File: config.mk
export PLATFORM = sky130hd
export DESIGN_NAME = serial_subtractor
export DESIGN_NICKNAME = d
export VERILOG_FILES = /design/src/rtl/serial_subtractor_pkg.sv /design/src/rtl/serial_subtractor_digit.sv /design/src/rtl/serial_subtractor.sv
export SDC_FILE = /design/constraint.sdc
export NUM_CORES = 1
export LEC_CHECK = 0
export ABC_AREA = 1
export CELL_PAD_IN_SITES_DETAIL_PLACEMENT = 0
export CELL_PAD_IN_SITES_GLOBAL_PLACEMENT = 1
export CORE_MARGIN = 2
export CORE_UTILIZATION = 30
export DETAILED_ROUTE_END_ITERATION = 12
export GPL_TIMING_DRIVEN = 0
export MAX_ROUTING_LAYER = met4
export PLACE_DENSITY_LB_ADDON = 0.1
export SYNTH_ARGS = -nofsm -noshare
export SYNTH_HDL_FRONTEND = slang
export SYNTH_SLANG_ARGS = --single-unit
File: constraint.sdc
create_clock -name i_clk -period 2.39 [get_ports i_clk]
set_clock_uncertainty 0.15 [all_clocks]
set_input_delay 0.717 -clock i_clk [delete_from_list [all_inputs] [get_ports i_clk]]
set_output_delay 0.717 -clock i_clk [all_outputs]
set_load 0.01 [all_outputs]
File: src/rtl/serial_subtractor_pkg.sv
// Shared state encoding, sizing helpers and the WIDTH/DIGIT legality check for the serial subtractor.
`timescale 1ns/1ps
`ifndef SERIAL_SUBTRACTOR_PKG_SV
`define SERIAL_SUBTRACTOR_PKG_SV

`define SERIAL_SUB_CHECK_DIGIT(W, D) \
   if ((W) < 2 || (D) < 1 || ((W) % (D)) != 0) begin : g_bad_digit \
      $error("serial_subtractor: WIDTH must be >= 2 and a multiple of DIGIT"); \
   end

package serial_subtractor_pkg;

   typedef enum logic [1:0] {
      ST_IDLE = 2'd0,
      ST_RUN  = 2'd1,
      ST_DONE = 2'd2
   } state_t;

   function automatic int digit_steps(input int width, input int digit);
      return width / digit;
   endfunction

   // A single-step job still needs a one-bit counter.
   function automatic int cnt_width(input int steps);
      return (steps <= 1) ? 1 : $clog2(steps);
   endfunction

endpackage

`endif

File: src/rtl/serial_subtractor_digit.sv
// full_subtractor_digit: combinational ripple of DIGIT one-bit full subtractors, LSB first.
// Zero latency; purely combinational, no flow control.
`timescale 1ns/1ps
module full_subtractor_digit #(
   parameter int DIGIT = 1
) (
   input  logic [DIGIT-1:0] i_x,
   input  logic [DIGIT-1:0] i_y,
   input  logic             i_bin,
   output logic [DIGIT-1:0] o_d,
   output logic             o_bout
);

   logic w_borrow;

   always_comb begin
      w_borrow = i_bin;
      o_d      = '0;
      for (int i = 0; i < DIGIT; i++) begin
         o_d[i]   = i_x[i] ^ i_y[i] ^ w_borrow;
         w_borrow = (~i_x[i] & i_y[i]) | (~(i_x[i] ^ i_y[i]) & w_borrow);
      end
      o_bout = w_borrow;
   end

endmodule

File: src/rtl/serial_subtractor.sv
// Multi-cycle a - b - borrow_in, DIGIT bits per cycle; done pulses WIDTH/DIGIT+1 edges after accept.
// start is only taken while idle; requests during a job are dropped, never queued.
`timescale 1ns/1ps
module serial_subtractor
   import serial_subtractor_pkg::*;
#(
   parameter int WIDTH = 8,
   parameter int DIGIT = 1
) (
   input  logic             i_clk,
   input  logic             i_rst,
   input  logic             i_start,
   input  logic [WIDTH-1:0] i_a,
   input  logic [WIDTH-1:0] i_b,
   input  logic             i_borrow_in,
   output logic             o_busy,
   output logic             o_done,
   output logic [WIDTH-1:0] o_diff,
   output logic             o_borrow_out,
   output logic             o_overflow
);

   localparam int N  = digit_steps(WIDTH, DIGIT);
   localparam int CW = cnt_width(N);
   localparam logic [CW-1:0] LAST = CW'(N - 1);

   `SERIAL_SUB_CHECK_DIGIT(WIDTH, DIGIT)

   state_t           r_state;
   state_t           w_state_nxt;
   logic [CW-1:0]    r_cnt;
   logic [WIDTH-1:0] r_a;
   logic [WIDTH-1:0] r_b;
   logic [WIDTH-1:0] r_res;
   logic             r_borrow;

   logic             w_accept;
   logic             w_step;
   logic             w_last;
   logic [DIGIT-1:0] w_x;
   logic [DIGIT-1:0] w_y;
   logic [DIGIT-1:0] w_d;
   logic             w_bout;
   logic [WIDTH-1:0] w_res_nxt;
   logic             w_ovf;

   always_comb begin
      w_state_nxt = r_state;
      w_accept    = 1'b0;
      case (r_state)
         ST_IDLE: begin
            if (i_start) begin
               w_state_nxt = ST_RUN;
               w_accept    = 1'b1;
            end
         end
         ST_RUN: begin
            if (w_last) begin
               w_state_nxt = ST_DONE;
            end
         end
         ST_DONE: w_state_nxt = ST_IDLE;
         default: w_state_nxt = ST_IDLE;
      endcase
   end

   assign w_step = (r_state == ST_RUN);
   assign w_last = (r_cnt == LAST);
   assign w_x    = r_a[int'(r_cnt) * DIGIT +: DIGIT];
   assign w_y    = r_b[int'(r_cnt) * DIGIT +: DIGIT];

   full_subtractor_digit #(
      .DIGIT (DIGIT)
   ) u_digit (
      .i_x    (w_x),
      .i_y    (w_y),
      .i_bin  (r_borrow),
      .o_d    (w_d),
      .o_bout (w_bout)
   );

   // The final digit is merged here so the result can be registered on the same edge.
   always_comb begin
      w_res_nxt = r_res;
      w_res_nxt[int'(r_cnt) * DIGIT +: DIGIT] = w_d;
   end

   assign w_ovf = (r_a[WIDTH-1] != r_b[WIDTH-1]) && (w_res_nxt[WIDTH-1] != r_a[WIDTH-1]);

   always_ff @(posedge i_clk) begin
      if (i_rst) begin
         r_state      <= ST_IDLE;
         r_cnt        <= '0;
         r_a          <= '0;
         r_b          <= '0;
         r_res        <= '0;
         r_borrow     <= 1'b0;
         o_diff       <= '0;
         o_borrow_out <= 1'b0;
         o_overflow   <= 1'b0;
      end else begin
         r_state <= w_state_nxt;
         if (w_accept) begin
            r_a      <= i_a;
            r_b      <= i_b;
            r_borrow <= i_borrow_in;
            r_cnt    <= '0;
         end else if (w_step) begin
            r_res    <= w_res_nxt;
            r_borrow <= w_bout;
            r_cnt    <= w_last ? '0 : r_cnt + CW'(1);
            if (w_last) begin
               o_diff       <= w_res_nxt;
               o_borrow_out <= w_bout;
               o_overflow   <= w_ovf;
            end
         end
      end
   end

   assign o_busy = (r_state != ST_IDLE);
   assign o_done = (r_state == ST_DONE);

endmodule

* Word level (Yosys, flattened, before mapping)
Cells that the tools add are included.
Widths: inputs -> output; s select.
** Storage, ports and cells
- Bits in registers :: 40
- Latch bits :: 0
- RAM bits :: 0
- Memory bits (read-only) :: 0
- Input port bits :: 20
- Output and inout bits :: 12
- Word-level logic and storage cells :: 47
- Memories :: 0
** Cells by class
- Add/sub/neg operators :: 2
- $mul :: 0
- Divide/modulo/power cells :: 0
- $lt $le $gt $ge :: 0
- Eq/ne operators :: 7
- Shift operators :: 4
- Muxes and demuxes :: 9
- Bitwise logic cells :: 8
- Reductions and logical operators :: 8
** Operator list (number)
- $neg 3->33 :: 1
- $shift 1x33->8 const A :: 1
- $shiftx 1x33->8 :: 1
- $shiftx 8x4->1 :: 2
- $bwmux 8 :: 1
- $mux 1 :: 4
- $mux 2 :: 2
- $pmux 2 s2 :: 1
- $reduce_and 2->1 :: 2
- $reduce_bool 2->1 :: 2
- $add 3x1->3 const B :: 1
- $eq 3x3->1 const B :: 1
- $mux 3 :: 1
- $not 1->1 :: 3
- $reduce_and 3->1 :: 1
- $and 1x1->1 :: 2
- $eq 2x1->1 const B :: 1
- $eq 2x2->1 const B :: 1
- $logic_not 2->1 :: 1
- $ne 1x1->1 :: 2
- $ne 2x1->1 const B :: 1
- $ne 2x2->1 const B :: 1
- $reduce_or 2->1 :: 1
- $xor 1x1->1 :: 2
- other kinds (2) :: 2

* Depth between registers and ports, before layout
- Word-level depth :: 7
- Depth in mapped cells :: 14
- Gate-level depth less buffers :: 12

* By module
From an unflattened synthesis, not the netlist that was laid out.
** Unflattened totals
- Cells, all modules :: 281
- Area total of the unflattened synthesis :: 2030.7 µm²
** Modules (own cells, without submodules)
- serial_subtractor :: instances 1, cells an instance 277, area each 1999.4 µm², sequential area each 800.8 µm²
- full_subtractor_digit :: instances 1, cells an instance 4, area each 31.3 µm², sequential area each 0.0 µm²

* Least setup slack after synthesis
No wires, ideal clock.
- Kind :: reg2reg
- Start :: register r_cnt[0]
- End :: register o_diff[1]
- Library setup time :: 0.057 ns
- Arrival :: 1.972 ns
- Required time :: 2.183 ns
- Setup slack :: 0.211 ns
- Stages on the path, launching flop included :: 15
- Path buffers :: 2
- Clock period less this slack :: 2.179 ns
- Path through :: dfxtp_1 -> buf_6 -> inv_8 -> buf_6 -> o21ai_0 -> o22ai_1 -> nand2_1 -> nand2_1 -> fa_1 -> inv_1 -> nor2_2 -> nand3_1 -> nand3_1 -> o211ai_1 -> inv_1
** On the way
- Longest elaborated chain between the ends :: 5
- Elaborated cells on any way between the ends :: 10
- Classes of those cells :: add/sub (1); eq/ne (1); shift (4); mux (1); bitwise (2); reduce/logical (1)
** RTL lines
- start: declaration :: RTL line serial_subtractor.sv:31 : logic [CW-1:0] r_cnt;
- start signal: assignment :: RTL line serial_subtractor.sv:111 : r_cnt <= w_last ? '0 : r_cnt + CW'(1);
- $shiftx 8x4->1 (on tied branches) :: RTL line serial_subtractor.sv:69, serial_subtractor.sv:70
- $xor 1x1->1 (2 in series) :: RTL line serial_subtractor_digit.sv:20 : o_d[i] = i_x[i] ^ i_y[i] ^ w_borrow;
- $shiftx 1x33->8 :: RTL line serial_subtractor.sv:85 : w_res_nxt[int'(r_cnt) * DIGIT +: DIGIT] = w_d;
- $bwmux 8 :: RTL line serial_subtractor.sv:85
- end signal: assignment :: RTL line serial_subtractor.sv:113 : o_diff <= w_res_nxt;
- end: declaration :: RTL line serial_subtractor.sv:18 : output logic [WIDTH-1:0] o_diff,
Several ways; a longest one is shown, not always the timed one.
A chain may end at the register's enable or synchronous reset.

* Worst setup path after layout
Same ends and word-level chain as after synthesis.

==> results by group <==
Die
  • Die Width: 86.20 microns
  • Die H: 86.20 microns
  • Full die area: 7430 sq um
  • Initial Util: 31.38%
  • CORE AREA: 6459 sq um
  • IO Pins: 32
  • Site row count: 29

Flow run
  • Number of max-cap violations: 0

Worst setup path
  • CP max FO: 7
  • Delay-heaviest family, CP: adder cells
  • Crit path top cell by count: nand3_1
  • Worst EP arrival: 2480 ps
  • Critical Path Start Type: flip-flop
  • Buf/Inv on CP: 4
  • Crit path cell chain: buf_6 -> buf_4 -> o21ai_1 -> o22ai_2 -> nand2_1 -> nand2_2 -> fa_2 -> inv_2 -> nor2_4 -> nand3_1 -> nand3_1 -> o211ai_1 -> inv_1
  • Element type at the critical path end: flip-flop
  • Worst Reg-to-Reg Cells: 13
  • Required time of the critical path: 2490 ps
  • Critical path's largest stage delay: 610 ps
  • Crit path depth: 13
  • CP Class: reg -> reg
  • CP max stage cell: fa_2

Power and ir drop
  • Leakage power: 1.134 nW
  • Peak supply drop: 0.2241 mV
  • Pwr per Cell Area: 584.7 nW/um^2

Synthesis
  • Ys async rst share: 0%
  • Top cell type's share of synthesized area: 39.51%
  • Post-synth top area cell: dfxtp_1
  • Post-synth net total: 294
  • Post-synth top flop: dfxtp_1
  • Post-synth EDFFs: 0
  • Share of the yosys chip area belonging to registers: 39.51%
  • Synth area leaders: dfxtp_1 (40%), nor2_1 (8.0%), o21ai_0 (6.9%), nand3_1 (5.9%), nand2_1 (5.2%)
  • Yosys warnings: 0
  • Syn Area/Cell: 7.535 sq um
  • Post-synth top cells: nor2_1 (43), dfxtp_1 (40), nand2_1 (28), o21ai_0 (28), inv_1 (27)
  • Cells after Synth: 269
  • Synth cell types: 33
  • Most common cell in the synthesized netlist: nor2_1
  • Synth Cell Area: 2027 sq um
  • Post-synthesis register bit count: 40

Routing
  • Post-DR wirelength/cell: 13.38 microns
  • DR pass1 iterations: 4
  • Final wirelength: 5231 microns
  • Via density: 4.657
  • Iter 0 DRT Violations: 95
  • DRC viols: 0
  • Vias: 1,821
  • Antenna-violating nets left: 0

Final layout
  • Final instance area: 2646 sq um
  • Number of inserted diodes: 0
  • Nets: 339
  • Layout cells sized above 1: 20.70%
  • Area grow syn2layout: 30.56%

STA
  • Final Critical Period: 2381 ps
  • Fin Hold WS: 328.6 ps
  • Setup violators final: 0
  • Final cycle utilization of the critical path: 99.63%
  • RSZ-0062 raised after global routing: true
  • TNS Setup: 0 ps
  • Final Hold Vio Count: 0
  • Achievable Freq: 420.0 MHz
  • Least-Margin Pin Slew: 413.5 ps
  • Fin. max-slew vios: 0
  • Slew headroom: 72.44%

Clocking
  • CTS max path bufs: 2
  • CTS Hold Bufs: 0
  • Number of CTS-inserted buffers: 5
  • H-Tree Depth: 2
  • Root buffer cell: clkbuf_8
  • CTS tree: built
  • Clock sink count: 40
  • Clock Latency Late Sink: 300 ps
  • Clock slew at reported path FFs: 80 ps

Global route
  • Initial antenna violation count: 0
  • Largest net degree at the start of global routing: 12
  • First-pass GRT wire length: 8742 microns
  • Total grt overflow: 0
  • Vias in the first global route: 1,723
  • Gr usage total: 15.59%

Hold path
  • WHS Path Cells: 2
  • HP Class: reg -> reg

Status
  • Status: completed

Placement
  • PortBufs: 31
  • Placed inst area: 2434 sq um
  • GP Congestion: 0.7064
  • Post-DP HPWL: 3708 microns
cell families after synthesis:
| kind of cell | Yosys count | synth area share [%] |
|---|---|---|
| flip-flops | 40 | 39.51 |
| buffers and inverters | 49 | 12.16 |
| AO/OA/AOI/OAI | 60 | 17.84 |
| adder cells (fa/ha/maj) | 5 | 3.457 |
| AND/OR/NAND/NOR | 115 | 27.04 |
placed cells by master, fill, tap and decap left out:
master	n
nor2_1	42
dfxtp_1	38
clkdlybuf4s50_1	31
inv_1	26
nand2_1	26
o21ai_0	21
nand3_1	21
inv_2	10
a21oi_1	10
buf_4	9
nand4_1	7
o211ai_1	7
clkbuf_8	7
o21ai_1	6
nor2_4	5
nand2_2	5
nand3_2	5
buf_2	4
o21a_1	4
ha_1	4
buf_6	3
o21ai_2	3
nor2_2	2
o22ai_1	2
o21bai_1	2
dfxtp_2	2
inv_8	1
buf_8	1
o22ai_2	1
o221ai_1	1
clkbuf_1	1
nand2_4	1
nor2_8	1
buf_12	1
a21oi_2	1
o21bai_2	1
a211oi_2	1
fa_2	1
stage by stage:
stage                     utilization [%]  worst slack (ps)  power, mW  std cells
after CTS                           40.12            0.8118      1.550        390
after global placement              37.68            -133.5      1.015        377
after floorplan                         -             211.2     0.9251        269
after detailed placement            37.68            -106.9      1.015        377
final                               40.97             8.952      1.547        391
after global routing                40.97            -141.1      1.640        391
sequential cells by signal, indices dropped and copies added, names as in the netlist:
register      count
r_cnt             3
o_overflow        1
r_b               8
o_borrow_out      1
o_diff            8
r_state           2
r_res             8
r_a               8
r_borrow          1
metal layers:
metal / routed length [microns] / vias to the layer above / track usage [%]
li1: - / 972 / -
met1: 2850 / 806 / 22.70
met2: 2122 / 36 / 21.28
met3: 181 / 7 / 3.429
met4: 76 / 0 / 4.972
met5: 0 / - / -
report_power, final:
part	total (mW)	internal, mW	switching, mW
sequential	0.730	0.706	0.0240
combinational	0.313	0.137	0.176
clock	0.505	0.258	0.247
total	1.55	1.10	0.447
what timing repair did:
item                                    in CTS  in global routing
setup buffers                                6                  1
endpoints found under the setup margin      13                 16
pin swaps                                    6                 12
resized for setup                            9                 16
final timing paths:
kind	slack, ps	end	start
worst min-delay path	330	o_diff[7]	o_diff[7]
worst min register to register	330	o_diff[7]	o_diff[7]
worst max-delay path	9	o_diff[1]	r_cnt[0]
worst max register to register	9	o_diff[1]	r_cnt[0]
cell type report:
cell class / count / area [sq um]
fill: 717 / 3812
multi-input combinational: 180 / 1033
sequential: 40 / 803.3
timing repair buffer: 38 / 366.6
inverter: 37 / 146.4
buffer: 12 / 103.9
clock buffer: 7 / 96.34
tap: 77 / 96.34
worst reg2reg max path: stages (launching register included):
cell and delay [ps]:
dfxtp_2 330, buf_6 130, buf_4 160, o21ai_1 160
o22ai_2 100, nand2_1 80, nand2_2 60, fa_2 610
inv_2 70, nor2_4 120, nand3_1 110, nand3_1 110
o211ai_1 90, inv_1 60
Note: power is estimated with default switching activity, not from simulation.
